[config.mk]
export PLATFORM = sky130hd
export DESIGN_NAME = fetch_unit_flat
export DESIGN_NICKNAME = d
export VERILOG_FILES = /design/src/rtl/cpu_pkg.sv /design/src/rtl/fetch_unit_if.sv /design/src/rtl/fetch_fifo.sv /design/src/rtl/fetch_unit.sv /design/src/flat_wrapper.sv
export SDC_FILE = /design/constraint.sdc
export NUM_CORES = 1
export LEC_CHECK = 0
export CAP_MARGIN = 20
export CORE_ASPECT_RATIO = 0.6
export CORE_MARGIN = 3
export CORE_UTILIZATION = 60
export CTS_CLUSTER_SIZE = 16
export DETAILED_ROUTE_END_ITERATION = 8
export PLACE_DENSITY_LB_ADDON = 0.15
export SLEW_MARGIN = 10
export SYNTH_ARGS = -nofsm -noshare
export SYNTH_HDL_FRONTEND = slang
export SYNTH_SLANG_ARGS = --single-unit
[constraint.sdc]
create_clock -name clk -period 7.79 [get_ports clk]
set_input_delay 1.9475 -clock clk [delete_from_list [all_inputs] [get_ports clk]]
set_output_delay 1.9475 -clock clk [all_outputs]
set_load 0.01 [all_outputs]
[src/rtl/cpu_pkg.sv]
// Constants shared across the CPU front end: default datapath width, reset
// vector, and the instruction word presented when no fetched word is available.
package cpu_pkg;

    localparam int          WIDTH_DEFAULT    = 32;
    localparam logic [31:0] RESET_PC_DEFAULT = 32'h0000_0000;
    localparam logic [31:0] NOP_INS          = 32'h0000_0013;

endpackage

[src/rtl/fetch_unit_if.sv]
// Fetch-stage bundle: request/response channel to instruction memory, redirect
// input from execute, and the {pc, ins} channel toward decode.
interface fetch_unit_if #(
    parameter int WIDTH = cpu_pkg::WIDTH_DEFAULT
);

    logic             imem_req_valid;
    logic [WIDTH-1:0] imem_req_addr;
    logic             imem_req_ready;
    logic             imem_rsp_valid;
    logic [WIDTH-1:0] imem_rsp_data;
    logic             redirect;
    logic [WIDTH-1:0] redirect_pc;
    logic             ins_valid;
    logic             ins_ready;
    logic [WIDTH-1:0] ins;
    logic [WIDTH-1:0] pc;

    modport master (
        output imem_req_valid, imem_req_addr,
        input  imem_req_ready, imem_rsp_valid, imem_rsp_data,
        input  redirect, redirect_pc,
        output ins_valid, ins, pc,
        input  ins_ready
    );

    modport slave (
        input  imem_req_valid, imem_req_addr,
        output imem_req_ready, imem_rsp_valid, imem_rsp_data,
        output redirect, redirect_pc,
        input  ins_valid, ins, pc,
        output ins_ready
    );

endinterface

[src/rtl/fetch_fifo.sv]
// Circular buffer of fetched {pc, ins} pairs with flush. The head is read
// combinationally so a word written in one cycle is visible the next.
module fetch_fifo #(
    parameter int WIDTH = 32,
    parameter int DEPTH = 4
) (
    input  logic                       clk,
    input  logic                       rst_n,
    input  logic                       push,
    input  logic                       pop,
    input  logic                       flush,
    input  logic [WIDTH-1:0]           push_pc,
    input  logic [WIDTH-1:0]           push_ins,
    output logic [WIDTH-1:0]           head_pc,
    output logic [WIDTH-1:0]           head_ins,
    output logic [$clog2(DEPTH+1)-1:0] count
);

    localparam int AW = $clog2(DEPTH);
    localparam int CW = $clog2(DEPTH+1);

    logic [WIDTH-1:0] pc_mem  [DEPTH];
    logic [WIDTH-1:0] ins_mem [DEPTH];
    logic [AW-1:0]    rd_ptr_reg;
    logic [AW-1:0]    wr_ptr_reg;
    logic [CW-1:0]    count_reg;

    // The owner never pushes when full nor pops when empty, so no guards here.
    always_ff @(posedge clk or negedge rst_n) begin
        if (!rst_n) begin
            rd_ptr_reg <= '0;
            wr_ptr_reg <= '0;
            count_reg  <= '0;
        end else if (flush) begin
            rd_ptr_reg <= '0;
            wr_ptr_reg <= '0;
            count_reg  <= '0;
        end else begin
            if (push) wr_ptr_reg <= wr_ptr_reg + 1'b1;
            if (pop)  rd_ptr_reg <= rd_ptr_reg + 1'b1;
            count_reg <= count_reg + CW'(push) - CW'(pop);
        end
    end

    always_ff @(posedge clk) begin
        if (push && !flush) begin
            pc_mem[wr_ptr_reg]  <= push_pc;
            ins_mem[wr_ptr_reg] <= push_ins;
        end
    end

    assign head_pc  = pc_mem[rd_ptr_reg];
    assign head_ins = ins_mem[rd_ptr_reg];
    assign count    = count_reg;

endmodule

[src/rtl/fetch_unit.sv]
// Instruction fetch stage: sequential address generation under a credit limit,
// in-order response buffering, and redirect flush of buffered and in-flight words.
module fetch_unit
    import cpu_pkg::*;
#(
    parameter int               WIDTH    = WIDTH_DEFAULT,
    parameter int               DEPTH    = 4,
    parameter logic [WIDTH-1:0] RESET_PC = WIDTH'(RESET_PC_DEFAULT)
) (
    input  logic          clk,
    input  logic          rst_n,
    fetch_unit_if.master  bus
);

    localparam int               CW   = $clog2(DEPTH+1);
    localparam logic [WIDTH-1:0] STEP = WIDTH'(4);

    logic [WIDTH-1:0] fetch_pc_reg, fetch_pc_next;
    logic [WIDTH-1:0] rsp_pc_reg, rsp_pc_next;
    logic [CW-1:0]    live_reg, live_next;
    logic [CW-1:0]    stale_reg, stale_next;
    logic [CW-1:0]    count;
    logic [CW+1:0]    credit_used;
    logic [WIDTH-1:0] head_pc, head_ins, target_pc;
    logic             req_fire, rsp_ok, rsp_drop, rsp_keep, pop;

    assign target_pc   = bus.redirect_pc & ~WIDTH'(3);
    assign credit_used = (CW+2)'(count) + (CW+2)'(live_reg) + (CW+2)'(stale_reg);

    // Every slot in the buffer is pre-reserved at issue time, so it can never overflow.
    assign bus.imem_req_valid = rst_n && !bus.redirect && (credit_used < (CW+2)'(DEPTH));
    assign bus.imem_req_addr  = fetch_pc_reg;
    assign req_fire           = bus.imem_req_valid && bus.imem_req_ready;

    // A response with nothing outstanding is a protocol violation and is ignored.
    assign rsp_ok   = bus.imem_rsp_valid && ((live_reg != '0) || (stale_reg != '0));
    assign rsp_drop = rsp_ok && (stale_reg != '0);
    assign rsp_keep = rsp_ok && (stale_reg == '0) && !bus.redirect;

    assign bus.ins_valid = (count != '0);
    assign pop           = bus.ins_valid && bus.ins_ready && !bus.redirect;
    assign bus.ins       = bus.ins_valid ? head_ins : WIDTH'(NOP_INS);
    assign bus.pc        = bus.ins_valid ? head_pc  : '0;

    always_comb begin
        fetch_pc_next = fetch_pc_reg;
        rsp_pc_next   = rsp_pc_reg;
        live_next     = live_reg;
        stale_next    = stale_reg;
        if (bus.redirect) begin
            fetch_pc_next = target_pc;
            rsp_pc_next   = target_pc;
            live_next     = '0;
            // A word arriving now retires from whichever counter owned it.
            stale_next    = stale_reg + live_reg - CW'(rsp_ok);
        end else begin
            if (req_fire) fetch_pc_next = fetch_pc_reg + STEP;
            if (rsp_keep) rsp_pc_next   = rsp_pc_reg + STEP;
            live_next  = live_reg + CW'(req_fire) - CW'(rsp_keep);
            stale_next = stale_reg - CW'(rsp_drop);
        end
    end

    always_ff @(posedge clk or negedge rst_n) begin
        if (!rst_n) begin
            fetch_pc_reg <= RESET_PC;
            rsp_pc_reg   <= RESET_PC;
            live_reg     <= '0;
            stale_reg    <= '0;
        end else begin
            fetch_pc_reg <= fetch_pc_next;
            rsp_pc_reg   <= rsp_pc_next;
            live_reg     <= live_next;
            stale_reg    <= stale_next;
        end
    end

    fetch_fifo #(
        .WIDTH (WIDTH),
        .DEPTH (DEPTH)
    ) u_fifo (
        .clk      (clk),
        .rst_n    (rst_n),
        .push     (rsp_keep),
        .pop      (pop),
        .flush    (bus.redirect),
        .push_pc  (rsp_pc_reg),
        .push_ins (bus.imem_rsp_data),
        .head_pc  (head_pc),
        .head_ins (head_ins),
        .count    (count)
    );

endmodule
[src/flat_wrapper.sv]
// flat-port wrapper written by rule: the top's interface ports become plain ports
module fetch_unit_flat import cpu_pkg::*;
#(
    parameter int               WIDTH    = WIDTH_DEFAULT,
    parameter int               DEPTH    = 4,
    parameter logic [WIDTH-1:0] RESET_PC = WIDTH'(RESET_PC_DEFAULT)
)
  (clk, rst_n, bus_imem_req_valid, bus_imem_req_addr, bus_imem_req_ready, bus_imem_rsp_valid, bus_imem_rsp_data, bus_redirect, bus_redirect_pc, bus_ins_valid, bus_ins, bus_pc, bus_ins_ready);
  fetch_unit_if #(.WIDTH(WIDTH)) bus_i ();
  input  logic clk;
  input  logic rst_n;
  output wire logic [$bits(bus_i.imem_req_valid)-1:0] bus_imem_req_valid;
  output wire logic [$bits(bus_i.imem_req_addr)-1:0] bus_imem_req_addr;
  input wire logic [$bits(bus_i.imem_req_ready)-1:0] bus_imem_req_ready;
  input wire logic [$bits(bus_i.imem_rsp_valid)-1:0] bus_imem_rsp_valid;
  input wire logic [$bits(bus_i.imem_rsp_data)-1:0] bus_imem_rsp_data;
  input wire logic [$bits(bus_i.redirect)-1:0] bus_redirect;
  input wire logic [$bits(bus_i.redirect_pc)-1:0] bus_redirect_pc;
  output wire logic [$bits(bus_i.ins_valid)-1:0] bus_ins_valid;
  output wire logic [$bits(bus_i.ins)-1:0] bus_ins;
  output wire logic [$bits(bus_i.pc)-1:0] bus_pc;
  input wire logic [$bits(bus_i.ins_ready)-1:0] bus_ins_ready;
  assign bus_imem_req_valid = bus_i.imem_req_valid;
  assign bus_imem_req_addr = bus_i.imem_req_addr;
  assign bus_i.imem_req_ready = bus_imem_req_ready;
  assign bus_i.imem_rsp_valid = bus_imem_rsp_valid;
  assign bus_i.imem_rsp_data = bus_imem_rsp_data;
  assign bus_i.redirect = bus_redirect;
  assign bus_i.redirect_pc = bus_redirect_pc;
  assign bus_ins_valid = bus_i.ins_valid;
  assign bus_ins = bus_i.ins;
  assign bus_pc = bus_i.pc;
  assign bus_i.ins_ready = bus_ins_ready;
  fetch_unit #(.WIDTH(WIDTH), .DEPTH(DEPTH), .RESET_PC(RESET_PC)) u_core (.clk(clk), .rst_n(rst_n), .bus(bus_i));
endmodule
==> reports/summary.txt, run 1 <==
Starting density of the core -> 61.9%
Layout area overhead -> 21.1%
Switch share -> 26.2%
Required time worst endpoint -> 5840 ps
Post-Synth Simple-Gate Area -> 10.4%
Die Footprint -> 25000 µm²
GPL Wtd Cong -> 0.887
Normalized max-slew margin -> 29.9%
Status -> completed
# rows -> 42
First-pass GRT wire length -> 47700 µm
H-tree Lvls -> 1
Top FF cell, synth -> edfxtp_1
Worst Setup Start Kind -> primary input
Largest net degree at the start of global routing -> 75
Total grt overflow -> 0
Worst Reg-to-Reg Cells -> 13
Combinational fraction of design power -> 21.8%
Clock sinks -> 321
Antenna violations before repair -> 0
Syn Inst Count -> 874
R2R Path Start -> u_core.u_fifo.count[0]$_DFF_PN0_
Number of flops mapped to enable cells by yosys -> 248
DRT Pass-1 Iters -> 5
Total GRT Usage -> 24.8%
Max VDD drop -> 169 µV
Yosys cell types -> 59
Core area -> 22400 µm²
Slew Limit Fails -> 0
Synth Area in Adders -> 2.38%
Syn_area_per_cell -> 15.9 µm²
Crit share post-route -> 72.6%
Largest registers -> u_core.u_fifo.ins_mem x128, u_core.u_fifo.pc_mem x120
Final HPWL DP -> 19300 µm
Setup Crit Path Kind -> in -> out
CP Launch Point -> bus_redirect
Setup TNS -> 0 ps
Final std cells w/o fill -> 1373
Nets -> 1137
FILL cells -> 1389
Mux cell area share after synthesis -> 11.1%
Clock Tree Buf Depth -> 3
Largest Register -> u_core.u_fifo.ins_mem
Syn Std Cell Area -> 13900 µm²
Max Freq -> 177 MHz
Critical Path Sink Type -> output pin
Worst R2R End -> u_core.live_reg[2]$_DFF_PN0_
Clk root buf -> clkbuf_16
Largest register FFs -> 128
Via density -> 6.07
Internal Power -> 3300 µW
Clk slew on worst S/H paths -> 60 ps
Placed Instances -> 1320
IO buf count -> 161
Final Hold Vio Count -> 0
Via Count -> 8338
YS warnings -> 0
Hold Path Origin -> u_core.stale_reg[2]$_DFF_PN0_
Residual DRC count -> 0
Largest family of logic cells by synthesized area -> multiplexers
Post-CTS setup buffer count -> 0
Min cycle time layout -> 5660 ps
Post_cts resized -> 0
Slew at the pin with the worst max-slew slack -> 1050 ps
Leak pwr -> 0.00578 µW
Clk network pwr share -> 32.2%
Power Dens Cells -> 267 nW/µm²
Clk_lat worst skew -> 540 ps
CTS tree -> done
Hold_buf cts -> 0
Final setup fails -> 0
Worst Clk Skew -> 13.1 ps
Most frequent cells in the layout -> edfxtp_1 (248), clkdlybuf4s50_1 (159), dfrtp_1 (71), and2_1 (63), mux4_2 (62)
Worst R2R Setup Slack -> 3340 ps
Sequential group share of total power -> 46.0%
MaxCap Viol Count -> 0
Vias in the first global route -> 8286
XOR/XNOR Fraction of Synth Area -> 2.53%
Cts bufs inserted -> 28
I/O pins -> 168
Worst hold path cell count -> 1
ANT cells -> 0
Final wirelength -> 30300 µm
RSZ-0062 raised after global routing -> false
Hold EP -> u_core.stale_reg[2]$_DFF_PN0_
Drt initial violations -> 799
FF+latch count, synth -> 321
CP max FO -> 27
Antenna Violating Nets Remaining -> 0
HP Class -> reg -> reg
Register area share after synthesis -> 66.9%
Switching power -> 1170 µW
Commonest non-fill, non-tap cell in the layout -> edfxtp_1
CP arrival -> 3710 ps
Synth Area in Compound Gates -> 4.42%
Drt wl/cell -> 22.0 µm
Die extent in x -> 202 µm
Ys async rst share -> 22.7%
Share of cells above drive strength 1 -> 14.7%
Die H -> 124 µm
## per-stage QoR
step,total power [µW],hold slack [ps],area [µm²],utilization [%],setup WS (ps)
2_1_floorplan,2610,483,13900,-,2890
3_3_place_gp,3050,523,15800,70.5,2160
3_5_place_dp,3070,550,15800,70.5,2180
4_1_cts,4510,564,16800,74.9,2160
5_1_grt,4670,580,16800,74.9,1970
6_report,4480,565,16800,74.9,2130
## worst max path at each step
stage | endpoint | slack (ps) | cells past startpoint
3_5_place_dp | bus_imem_req_valid | 2180 | 5
6_report | bus_imem_req_valid | 2130 | 5
4_1_cts | bus_imem_req_valid | 2160 | 5
5_1_grt | bus_imem_req_valid | 1970 | 8
2_1_floorplan | u_core.u_fifo.ins_mem[0][0]$_DFFE_PP_ | 2890 | 4
3_3_place_gp | bus_imem_req_valid | 2160 | 5
## layout make-up
class / instances / area, µm² / share of cell area (%)
tap: 308 / 385 / 2.30
multi-input combinational: 483 / 4300 / 25.6
inverter: 33 / 124 / 0.738
clock inverter: 17 / 218 / 1.30
timing repair buffer: 176 / 1730 / 10.3
sequential: 321 / 9280 / 55.3
clock buffer: 35 / 747 / 4.45
## worst max-delay path, cell delays in order
cell and delay, ps:
buf_2 140, inv_2 450, nand3_1 370, nor2_1 220, clkdlybuf4s50_1 570
## power groups by stage
| stage | registers, µW | logic (µW) | clock network [µW] |
|---|---|---|---|
| finish | 2060 | 974 | 1440 |
| global route | 2070 | 1060 | 1540 |
| CTS | 2060 | 986 | 1460 |
| detailed placement | 2090 | 983 | 0 |
| global placement | 2090 | 966 | 0 |
| floorplan | 2020 | 589 | 0 |
## per-layer routing
layer / global-route usage (%) / vias to the layer above / part of all wire [%]
met3: 4.26 / 28 / 9.2
met2: 36.2 / 400 / 43
met4: 4.11 / 0 / 1.0
met1: 40.4 / 4212 / 46
li1: - / 3698 / -
met5: 0 / - / 0
## Yosys cell counts (all sizes together) (2+ instances only)
library cell | n | area share [%]
edfxtp | 248 | 54
dfrtp | 73 | 13
and2 | 67 | 3.0
mux4 | 62 | 10
nand2 | 49 | 1.3
nand3 | 35 | 1.3
inv | 33 | 0.89
o21ai | 32 | 1.2
xor2 | 23 | 1.5
clkbuf | 22 | 0.60
nor2 | 21 | 0.57
ha | 20 | 1.8
buf | 18 | 0.68
nand4 | 18 | 0.97
xnor2 | 17 | 1.1
a21oi | 15 | 0.54
nor3 | 15 | 0.65
o211ai | 13 | 0.70
nor4 | 11 | 0.87
mux2 | 10 | 0.81
and3 | 7 | 0.32
o311ai | 6 | 0.38
o31a | 6 | 0.38
or4 | 6 | 0.35
and4 | 5 | 0.32
fa | 4 | 0.58
nor2b | 4 | 0.18
or3 | 4 | 0.18
a21o | 3 | 0.16
a221o | 3 | 0.22
mux2i | 3 | 0.22
or2 | 3 | 0.14
a211oi | 2 | 0.11
a31oi | 2 | 0.090
o211a | 2 | 0.14
o31ai | 2 | 0.11
## logic make-up (layout without fill, tap and decap cells)
family,Yosys count,in the layout
flops,321,321
simple gates,247,247
compound gates,93,93
mux,75,75
buf+inv,73,261
xor+xnor,40,40
fa+ha+maj,24,24
other cells,1,4
Power figures use the tool's default switching activity.
==> run 2: changes to the inputs <==
CORE_UTILIZATION = 50   (was 60)
clock period = 4.62 ns   (was 7.79 ns; I/O delays follow)
==> run 2 against run 1 <==
Effect of this change: register-to-register slack got worse by 2000 ps; critical path type is now reg -> out; clock skew rose by 2.7 ps; non-clock buffer count rose by 5; final cell count rose by 4.4%; sequential cell count did not move; count of clock-buffer cells in the layout fell by 2; critical path depth rose by 3; cell area rose by 1.3%; total power rose by 71%; global-route usage fell by 4.1 points; combinational power rose by 76%; die area rose by 19%.
==> reports/summary.txt, run 2 (synthesis results as in run 1) <==
Critical Path Sink Type -> output pin
Most frequent cells in the layout -> edfxtp_1 (248), clkdlybuf4s50_1 (159), dfrtp_1 (71), and2_1 (63), mux4_2 (62)
DP Worst Slack -> 559 ps (-1620 ps)
Largest net degree at the start of global routing -> 67 (-11%)
Clock sinks -> 321 (unchanged)
Slowest stage delay, CP -> 560 ps (about the same)
Slew Limit Fails -> 0 (unchanged)
Core area -> 26800 µm² (+20%)
Normalized max-slew margin -> 47.9% (+18 points)
First-pass GRT wire length -> 48000 µm (+0.71%)
Most frequent CP cell -> ha_1
CP arrival -> 3200 ps (-510 ps)
GPL Wtd Cong -> 0.852 (-4.0%)
Drt initial violations -> 776 (-2.9%)
Nets -> 1144 (+0.62%)
Setup Crit Path Kind -> reg -> out
Worst Clk Skew -> 15.8 ps (+2.74 ps)
Required time worst endpoint -> 3460 ps (-2380 ps)
Die H -> 135 µm (+9.1%)
IO buf count -> 161 (unchanged)
Total GRT Usage -> 20.7% (-4.1 points)
Post_cts resized -> 0 (unchanged)
Max Freq -> 230 MHz
Combinational fraction of design power -> 22.4% (+0.6 points)
CTS tree -> done
Max VDD drop -> 240 µV (+42%)
Layout area overhead -> 22.7%
Leak pwr -> 0.00582 µW (+0.83%)
CP Cell Sequence -> ha_1, fa_1, xor2_1, ha_1, nor4_2, nand3_1, nor2_1, clkdlybuf4s50_1
Slew at the pin with the worst max-slew slack -> 776 ps (-272 ps)
Sequential group share of total power -> 44.9% (-1.1 points)
Final wirelength -> 30400 µm (+0.41%)
Antenna violations before repair -> 0 (unchanged)
Die extent in x -> 221 µm (+9.3%)
Vias in the first global route -> 8031 (-3.1%)
Switch share -> 26.8% (+0.62 points)
Residual DRC count -> 0 (unchanged)
Power Dens Cells -> 450 nW/µm² (+69%)
Largest register FFs -> 128 (unchanged)
Final HPWL DP -> 19900 µm (+2.7%)
Clock Tree Buf Depth -> 3 (unchanged)
Worst Setup Start Kind -> flop
Internal Power -> 5600 µW (+70%)
H-tree Lvls -> 1 (unchanged)
Clk_lat worst skew -> 570 ps (+30 ps)
# rows -> 46 (+9.5%)
Crit share post-route -> 94.3%
Commonest non-fill, non-tap cell in the layout -> edfxtp_1
RSZ-0062 raised after global routing -> false
DRT Pass-1 Iters -> 7 (+2)
Max stage delay cell, worst path -> clkdlybuf4s50_1
Min cycle time layout -> 4350 ps
Via Count -> 8121 (-2.6%)
Largest registers -> u_core.u_fifo.ins_mem x128, u_core.u_fifo.pc_mem x120
Die Footprint -> 29800 µm² (+19%)
Switching power -> 2050 µW (+75%)
Post-CTS setup buffer count -> 0 (unchanged)
MaxCap Viol Count -> 0 (unchanged)
Clk slew on worst S/H paths -> 70 ps (about the same)
DP Area -> 16000 µm² (+1.3%)
Cts bufs inserted -> 30 (+7.1%)
HP Class -> in -> async
Final Cell Area -> 17000 µm² (+1.3%)
Starting density of the core -> 51.7% (-10 points)
Hold_buf cts -> 0 (unchanged)
Antenna Violating Nets Remaining -> 0 (unchanged)
CP delay by family, top -> adder cells
Clk network pwr share -> 32.7% (+0.5 points)
CP max FO -> 3 (-89%)
Drt wl/cell -> 21.2 µm (-3.9%)
Final worst setup slack -> 266 ps (-1870 ps)
Total grt overflow -> 0 (unchanged)
I/O pins -> 168 (unchanged)
Final setup fails -> 0 (unchanged)
ANT cells -> 0 (unchanged)
Share of cells above drive strength 1 -> 15.5% (+0.71 points)
Status -> completed
Bufs and invs on worst path -> 1 (-2)
Via density -> 5.66 (-6.7%)
Final Hold Vio Count -> 0 (unchanged)
Setup TNS -> 0 ps (unchanged)
Largest Register -> u_core.u_fifo.ins_mem
Clk root buf -> clkbuf_16
run 2: worst register-to-register path: cells and delay by family (launching register included):
kind	cells	cell delay, ps
xor+xnor	2	340
fa+ha+maj	5	1410
buf+inv	2	140
flops	1	420
simple gates	4	840
run 2: area by class of cell:
class / instances / area (µm²)
Multi-Input combinational cell: 483 / 4300
Fill cell: 2005 / 9820
Sequential cell: 321 / 9280
Timing Repair Buffer: 181 / 1840
Clock inverter: 23 / 239
Clock buffer: 33 / 762
Inverter: 33 / 124
Tap cell: 360 / 450
run 2: routing by layer:
metal / GRT usage [%] / wire (µm) / vias to the layer above
met5: 0 / 0 / -
met1: 33.9 / 15000 / 4079
met3: 4.26 / 2250 / 33
li1: - / - / 3715
met4: 3.14 / 427 / 0
met2: 29.1 / 12700 / 294
run 2: final timing paths:
check | from | endpoint | slack [ps] | cells past startpoint
max | u_core.u_fifo.count[0]$_DFF_PN0_ | bus_imem_req_valid | 270 | 8
min | rst_n | u_core.bus.imem_req_addr[16]$_DFFE_PN0P_ | 490 | 1
max reg2reg | u_core.u_fifo.count[0]$_DFF_PN0_ | u_core.live_reg[2]$_DFF_PN0_ | 1340 | 13
min reg2reg | u_core.stale_reg[2]$_DFF_PN0_ | u_core.stale_reg[2]$_DFF_PN0_ | 540 | 1
max in group asynchronous | rst_n | u_core.u_fifo.rd_ptr_reg[0]$_DFFE_PN0P_ | 3070 | 2
min in group clk | u_core.stale_reg[2]$_DFF_PN0_ | u_core.stale_reg[2]$_DFF_PN0_ | 540 | 1
run 2: power groups by stage:
stage / clock, µW / sequential (µW) / combinational, µW
after detailed placement: 0 / 3490 / 1740
after CTS: 2550 / 3440 / 1740
final: 2500 / 3440 / 1710
after global placement: 0 / 3490 / 1730
after global routing: 2680 / 3460 / 1870
after floorplan: 0 / 3410 / 992
run 2: stage by stage:
| stage | util [%] | total power (µW) | std cells | hold WS (ps) |
|---|---|---|---|---|
| after floorplan | - | 4400 | 877 | 483 |
| after global placement | 59.6 | 5220 | 1378 | 526 |
| after detailed placement | 59.6 | 5230 | 1378 | 532 |
| after CTS | 63.4 | 7730 | 1434 | 481 |
| after global routing | 63.4 | 8010 | 1434 | 488 |
| final | 63.4 | 7650 | 1434 | 486 |
==> run 3: changes to the inputs <==
ABC_CLOCK_PERIOD_IN_PS = 4620   (was not set)
REMOVE_ABC_BUFFERS = 1   (was not set)
==> run 3 against run 2 <==
Effect of this change: register-to-register slack lost 260 ps; fmax shrank 2.7%; largest cell class unchanged; cell area about the same; clock power shrank 2%; non-clock buffer count is 2 lower; sequential power barely moved; count of clock-buffer cells in the layout is 12 higher; via count is essentially flat.
==> reports/summary.txt, run 3 (synthesis results as in run 1) <==
Nets -> 1142 (-0.17%)
Required time worst endpoint -> 3460 ps (about the same)
Setup Crit Path Kind -> reg -> out
Antenna violations before repair -> 0 (unchanged)
Drt initial violations -> 634 (-18%)
CP arrival -> 3320 ps (+120 ps)
Min cycle time layout -> 4480 ps (+122 ps)
Final Hold Vio Count -> 0 (unchanged)
CP Cell Sequence -> ha_1, fa_1, xor2_1, ha_1, nor4_4, nand3_2, nor2_2, clkdlybuf4s50_1
Worst Setup Start Kind -> flop
Largest registers -> u_core.u_fifo.ins_mem x128, u_core.u_fifo.pc_mem x120
Slew Limit Fails -> 0 (unchanged)
Largest Register -> u_core.u_fifo.ins_mem
CP delay by family, top -> adder cells
Drt wl/cell -> 21.4 µm (+1.0%)
Final HPWL DP -> 20000 µm (+0.61%)
CP max FO -> 7 (+4)
Vias in the first global route -> 8210 (+2.2%)
Combinational fraction of design power -> 22.6% (+0.2 points)
H-tree Lvls -> 1 (unchanged)
Core area -> 26800 µm² (unchanged)
Setup TNS -> 0 ps (unchanged)
Power Dens Cells -> 447 nW/µm² (-0.64%)
# rows -> 46 (unchanged)
Clk network pwr share -> 32.3% (-0.4 points)
Largest net degree at the start of global routing -> 67 (unchanged)
Switch share -> 26.7% (-0.11 points)
DRT Pass-1 Iters -> 6 (-1)
Layout area overhead -> 22.6% (about the same)
Clk_lat worst skew -> 560 ps (about the same)
Residual DRC count -> 0 (unchanged)
Via density -> 5.68 (+0.21%)
Slowest stage delay, CP -> 550 ps (about the same)
Total grt overflow -> 0 (unchanged)
Clk root buf -> clkbuf_16
Footprint of the multi-input gates -> 4320 µm² (+0.38%)
Clk slew on worst S/H paths -> 70 ps (about the same)
Crit share post-route -> 96.9% (+2.7 points)
Normalized max-slew margin -> 32.9% (-15 points)
MaxCap Viol Count -> 0 (unchanged)
HP Class -> reg -> reg
Most frequent CP cell -> ha_1
Total GRT Usage -> 20.7% (+0.058 points)
Clock Tree Buf Depth -> 3 (unchanged)
FILL cells -> 1980 (-1.2%)
Cts bufs inserted -> 30 (unchanged)
Antenna Violating Nets Remaining -> 0 (unchanged)
Largest register FFs -> 128 (unchanged)
Final setup fails -> 0 (unchanged)
Register area -> 9280 µm² (unchanged)
Worst Clk Skew -> 9.96 ps (-5.88 ps)
I/O pins -> 168 (unchanged)
Max stage delay cell, worst path -> clkdlybuf4s50_1
Die H -> 135 µm (unchanged)
Die Footprint -> 29800 µm² (unchanged)
Max Freq -> 223 MHz (-2.7%)
ANT cells -> 0 (unchanged)
Final worst setup slack -> 143 ps (-122 ps)
Slew at the pin with the worst max-slew slack -> 1010 ps (+230 ps)
Max VDD drop -> 313 µV (+31%)
Sequential group share of total power -> 45.1% (+0.2 points)
Share of cells above drive strength 1 -> 15.3% (-0.16 points)
GPL Wtd Cong -> 0.846 (-0.73%)
RSZ-0062 raised after global routing -> false
Clock sinks -> 321 (unchanged)
Critical Path Sink Type -> output pin
Bufs and invs on worst path -> 1 (unchanged)
Commonest non-fill, non-tap cell in the layout -> edfxtp_1
Starting density of the core -> 51.7% (unchanged)
Post-CTS setup buffer count -> 0 (unchanged)
Final Core Density -> 63.3% (about the same)
DP Worst Slack -> 568 ps (+8.56 ps)
Most frequent cells in the layout -> edfxtp_1 (248), clkdlybuf4s50_1 (159), dfrtp_1 (71), and2_1 (63), mux4_2 (62)
Switching power -> 2030 µW (-1.1%)
Leak pwr -> 0.00581 µW (-0.17%)
Via Count -> 8127 (+0.074%)
Die extent in x -> 221 µm (unchanged)
Status -> completed
IO buf count -> 161 (unchanged)
CTS tree -> done
Final wirelength -> 30600 µm (+0.89%)
Internal Power -> 5570 µW (-0.59%)
First-pass GRT wire length -> 48300 µm (+0.55%)
## run 3: changes by cell type in the layout (fill, tap and decap cells not counted), sizes merged
cell	delta
clkinv	-11
buf	-2
bufinv	-2
clkbuf	+12
clkinvlp	-2
inv	+3
## run 3: metal layers
layer | wire length [µm] | global-route usage (%)
met1 | 14700 | 31.8
met3 | 1920 | 4.39
met4 | 404 | 3.61
met5 | 0 | 0
met2 | 13600 | 31.4
## run 3: timing repair
action                     in CTS  in global routing
resized for setup               1                  3
hold buffers                    0                  0
setup endpoints to repair       1                  1
cloned                          0                  0
## run 3: final timing paths
kind / startpoint / end / slack, ps / cells past startpoint
setup / recovery: u_core.u_fifo.count[0]$_DFF_PN0_ / bus_imem_req_valid / 140 / 8
max in group asynchronous: rst_n / u_core.u_fifo.rd_ptr_reg[0]$_DFFE_PN0P_ / 2950 / 3
setup reg to reg: u_core.u_fifo.count[0]$_DFF_PN0_ / u_core.live_reg[2]$_DFF_PN0_ / 1080 / 14
hold reg to reg: u_core.stale_reg[2]$_DFF_PN0_ / u_core.stale_reg[2]$_DFF_PN0_ / 520 / 1
min in group asynchronous: rst_n / u_core.bus.imem_req_addr[16]$_DFFE_PN0P_ / 640 / 2
hold / removal: u_core.stale_reg[2]$_DFF_PN0_ / u_core.stale_reg[2]$_DFF_PN0_ / 520 / 1
## run 3: layout make-up
cell class                      instances  area share [%]
Clock buffer                           45            4.99
Clock inverter                         11           0.877
Inverter                               33           0.729
Multi-Input combinational cell        483            25.4
Sequential cell                       321            54.6
Tap cell                              360            2.65
Timing Repair Buffer                  179            10.7
## run 3: worst reg2reg max path, delay by kind of cell (launching register included)
family                   cells  cell delay (ps)
adder cells (fa/ha/maj)      5             1510
buffers and inverters        3              320
AND/OR/NAND/NOR              4              830
XOR/XNOR                     2              320
flip-flops                   1              420
## run 3: stage by stage
step	cells	instance area, µm²	hold slack, ps	power (µW)
finish	1432	17000	525	7590
global route	1432	17000	550	7940
CTS	1432	17000	522	7660
detailed placement	1376	16000	511	5200
global placement	1376	16000	512	5180
floorplan	837	13700	483	4390
## run 3: power by group through the flow
| stage | combinational, µW | clock (µW) | sequential [µW] |
|---|---|---|---|
| 6_report | 1710 | 2450 | 3430 |
| 5_1_grt | 1870 | 2620 | 3450 |
| 4_1_cts | 1730 | 2500 | 3420 |
| 3_5_place_dp | 1720 | 0 | 3480 |
| 3_3_place_gp | 1710 | 0 | 3480 |
| 2_1_floorplan | 870 | 0 | 3520 |
